$ cat config.mk
export PLATFORM = sky130hd
export DESIGN_NAME = if_fetch_stage
export DESIGN_NICKNAME = d
export VERILOG_FILES = /design/src/rtl/if_fetch_stage.sv
export SDC_FILE = /design/constraint.sdc
export NUM_CORES = 1
export LEC_CHECK = 0
export CAP_MARGIN = 20
export CORE_ASPECT_RATIO = 1.75
export CORE_MARGIN = 2
export CORE_UTILIZATION = 44
export DETAILED_ROUTE_END_ITERATION = 16
export GPL_TIMING_DRIVEN = 0
export MAX_ROUTING_LAYER = met4
export PLACE_DENSITY_LB_ADDON = 0.15
export RECOVER_POWER = 25
export SLEW_MARGIN = 20
export SYNTH_ARGS = -nofsm -noshare
export SYNTH_HDL_FRONTEND = slang
export SYNTH_SLANG_ARGS = --single-unit
$ cat constraint.sdc
create_clock -name clk -period 2.88 [get_ports clk]
set_clock_uncertainty 0.05 [all_clocks]
set_input_delay 0.576 -clock clk [delete_from_list [all_inputs] [get_ports clk]]
set_output_delay 0.576 -clock clk [all_outputs]
set_load 0.005 [all_outputs]
$ cat src/rtl/if_fetch_stage.sv
`default_nettype none
// ============================================================================
// Module   : if_fetch_stage
// Purpose  : MIPS instruction-fetch stage: PC register, next-PC selection,
//            IF/ID pipeline register and a fetched-instruction counter.
// Revision : 1.0 - initial release
// ============================================================================
module if_fetch_stage #(
  parameter logic [31:0] RESET_PC = 32'h00400000,
  parameter logic [31:0] NOP_WORD = 32'h00000000
) (
  input  logic        clk,
  input  logic        reset,
  input  logic        stall,
  input  logic        flush,
  input  logic        id_jump,
  input  logic [31:0] id_jump_target,
  input  logic        ex_branch_taken,
  input  logic [31:0] ex_branch_target,
  output logic [31:0] inst_addr,
  input  logic [31:0] inst_data,
  output logic [31:0] ifid_inst,
  output logic [31:0] ifid_pc_plus4,
  output logic        ifid_valid,
  output logic [31:0] fetch_count
);

  logic [31:0] r_pc;
  logic [31:0] r_ifid_inst;
  logic [31:0] r_ifid_pc_plus4;
  logic        r_ifid_valid;
  logic [31:0] r_fetch_count;

  logic [31:0] w_pc_plus4;
  logic [31:0] w_next_pc;
  logic        w_ifid_load;

  assign w_pc_plus4  = r_pc + 32'd4;
  assign w_ifid_load = !flush && !stall;

  // A taken branch outranks stall so the redirect is never dropped; a jump
  // under stall is re-presented by ID once the stall lifts.
  always_comb begin
    w_next_pc = w_pc_plus4;
    if (ex_branch_taken) begin
      w_next_pc = {ex_branch_target[31:2], 2'b00};
    end else if (id_jump && !stall) begin
      w_next_pc = {id_jump_target[31:2], 2'b00};
    end else if (stall) begin
      w_next_pc = r_pc;
    end
  end

  always_ff @(posedge clk) begin
    if (reset) begin
      r_pc <= RESET_PC;
    end else begin
      r_pc <= w_next_pc;
    end
  end

  always_ff @(posedge clk) begin
    if (reset || flush) begin
      r_ifid_inst     <= NOP_WORD;
      r_ifid_pc_plus4 <= 32'd0;
      r_ifid_valid    <= 1'b0;
    end else if (w_ifid_load) begin
      r_ifid_inst     <= inst_data;
      r_ifid_pc_plus4 <= w_pc_plus4;
      r_ifid_valid    <= 1'b1;
    end
  end

  always_ff @(posedge clk) begin
    if (reset) begin
      r_fetch_count <= 32'd0;
    end else if (w_ifid_load) begin
      r_fetch_count <= r_fetch_count + 32'd1;
    end
  end

  assign inst_addr     = r_pc;
  assign ifid_inst     = r_ifid_inst;
  assign ifid_pc_plus4 = r_ifid_pc_plus4;
  assign ifid_valid    = r_ifid_valid;
  assign fetch_count   = r_fetch_count;

endmodule
`default_nettype wire
==> flow_metrics.tcl <==
set metrics [dict create \
    synth-edff-count 0 \
    netlist_instances 713 \
    synth_flop_cell "dfxtp_1" \
    grt_usage 0.289 \
    start_kind "register" \
    synth_warnings 0 \
    maxCapViolCount 0 \
    synth_cell_type_count 58 \
    ios 231 \
    ys_seq_elements 125 \
    hold_class "reg2reg" \
    die_x_um 91.9 \
    post_cts_buffers 0 \
    drc 0 \
    critPathSlowestCell "nor4_4" \
    worst_slew_pin_slew_ns 0.949 \
    slew_headroom 0.367 \
    ctsHoldBuffers 0 \
    dp.final_hpwl_um 15900 \
    drt-total-wl_um 21000 \
    vias 6172 \
    drt-initial-drc-count 350 \
    crit_arrival_ns 2.98 \
    fp.dieH_um 158 \
    p_total_w 0.00444 \
    setup_viol 0 \
    path_clk_slew_ns 0.06 \
    critical_path.top_delay_family "simple AND/OR/NAND/NOR gates" \
    floorplan.initialDensity 0.447 \
    die_area_mm2 0.0145 \
    rows 56 \
    clock_sink_count 125 \
    crit_chain "ha_1 > nand3_1 > nor4_4 > nand4_1 > xnor2_1 > o21ba_2" \
    async_flop_share 0 \
    multi_input_area_mm2 0.00320 \
    rsz0062_at_grt "false" \
    antenna_left 0 \
    cts-htree-levels 4 \
    worstPathRequired_ns 3.14 \
    syn_avg_cell_area_um2 8.35 \
    timing.fmax_mhz 367 \
    cts_resized 0 \
    cts_tree "done" \
    wl_per_cell_um 18.4 \
    grt_overflow_total 0 \
    seq_area_mm2 0.00250 \
    cts_buffers 17 \
    coreArea_mm2 0.0133 \
    yosysSeqAreaShare 0.420 \
    cp.buffers_inverters 0 \
    drive_gt1_frac 0.0558 \
    fillers 1152 \
    ir_drop_mv 0.420 \
    crit_type "reg2reg" \
    grt_pass1_wl_um 31400 \
    grt_max_degree 17 \
    powerDensity_mw_per_mm2 497 \
    worstPathMaxFanout 9 \
    status "complete, no violations" \
    drt_first_pass_iters 5 \
    place.gp.congestion 1.06 \
    viasPerCell 5.40 \
    stdcell_area_mm2 0.00895 \
    antenna_found_initial 0 \
    hold_viol 0 \
    placed_area_mm2 0.00839 \
    leakage_nw 3.47 \
    synth_area_mm2 0.00595 \
    min_period_over_period 0.945 \
    crit_cells 6 \
    grt_pass1_vias 6030 \
    slew_violations 0 \
    finalNetCount 1059 \
    setup_tns_ns 0 \
    utilization 0.672 \
    clk_latency_ns 0.41 \
    cp_slowest_stage_delay_ns 0.65 \
    min_path_cells 2 \
    cts_root_buf "clkbuf_16" \
    endpoint_kind "register" \
    io_buffer_count 220 \
    r2r_cells 6 \
    min_period_ns 2.72 \
    areaGrowthSynthToFinish_pct 50.3 \
    clock_path_buffers 2 \
    diodes 0 \
]
per-layer routing:
layer | GRT usage | routed length [um]
met1 | 0.275 | 7570
met2 | 0.541 | 11300
met3 | 0.0633 | 1230
met4 | 0.146 | 882
met5 | - | 0
through the flow:
step	hold WS [ns]	cells	worst slack (ns)
after floorplan	0.398	716	0.669
final	0.406	1142	0.159
after CTS	0.406	1142	0.0742
after global placement	0.391	1110	-0.284
after detailed placement	0.398	1110	-0.292
after global routing	0.420	1142	0.0443
Yosys cell counts (4+ instances only):
library cell  number  area share
nor4_1            12       0.013
o22ai_1           11       0.012
nand2b_1           5      0.0053
dfxtp_1          125        0.42
nor3_1            17       0.014
buf_1              4      0.0025
nand4_1           15       0.016
xnor2_1           30       0.044
nand3_1           26       0.022
a211oi_1           7      0.0088
nand2_1           61       0.038
o21a_1             6      0.0076
a211o_1            4      0.0059
mux2i_1           38       0.064
nor2_1            97       0.061
o21ai_0           39       0.033
inv_1             14      0.0088
xor2_1            19       0.028
buf_4              4      0.0050
and2_1             5      0.0053
a22oi_1            5      0.0063
a21oi_1           48       0.040
and3_1            10       0.011
a221oi_1           6      0.0088
clkbuf_1          43       0.027
and4_1             6      0.0088
or3_1              8      0.0084
layout by cell type, fill, tap and decap left out, types with 15 or more instances in the layout:
cell             synthesis  layout
nand2_1                 61      61
mux2i_1                 38      38
clkbuf_1                43      47
clkdlybuf4s50_1          0     160
xor2_1                  19      19
nand4_1                 15      15
dfxtp_1                125     125
clkbuf_16                0      17
nor3_1                  17      16
xnor2_1                 30      30
nand3_1                 26      26
a21oi_1                 48      48
dlygate4sd3_1            0      60
nor2_1                  97      97
o21ai_0                 39      39
state kept, by name, indices dropped and copies added (netlist names):
| register | flops |
|---|---|
| fetch_count | 32 |
| ifid_inst | 32 |
| ifid_pc_plus4 | 30 |
| inst_addr | 30 |
| ifid_valid | 1 |
power breakdown:
| group | leakage, nW | switching, W | internal (W) |
|---|---|---|---|
| combinational | 2.19 | 0.000275 | 0.000322 |
| sequential | 1.02 | 0.0000588 | 0.00179 |
| clock | 0.263 | 0.000796 | 0.00120 |
worst min-delay path: stages (launching register included):
cell     delay [ns]
dfxtp_1        0.30
nand2_1        0.05
a21oi_1        0.05
final cells by class:
class                   instances  share of cell area
repair buffers                220               0.246
inverters                      15             0.00629
flip-flops and latches        125               0.280
clock inverters                11              0.0106
well taps                     174              0.0243
plain buffers                  54              0.0255
multi-input cells             522               0.357
clock buffers                  21              0.0503
worst paths after layout:
kind	to	slack [ns]	startpoint
worst max-delay path	ifid_pc_plus4[28]	0.16	inst_addr[2]
worst min-delay path	ifid_pc_plus4[7]	0.41	ifid_pc_plus4[7]
worst max register to register	ifid_pc_plus4[28]	0.16	inst_addr[2]
worst min register to register	ifid_pc_plus4[7]	0.41	ifid_pc_plus4[7]
logic make-up (layout without fill, tap and decap cells):
group,Yosys count,count (layout),share of synthesized area
compound gates,149,149,0.155
xor+xnor,49,49,0.0721
fa+ha+maj,2,2,0.00420
buf+inv,69,321,0.0477
flops,125,125,0.420
mux,38,38,0.0639
other cells,1,4,0.000630
simple gates,280,280,0.236
No activity file was read; power rests on OpenSTA's default activity.
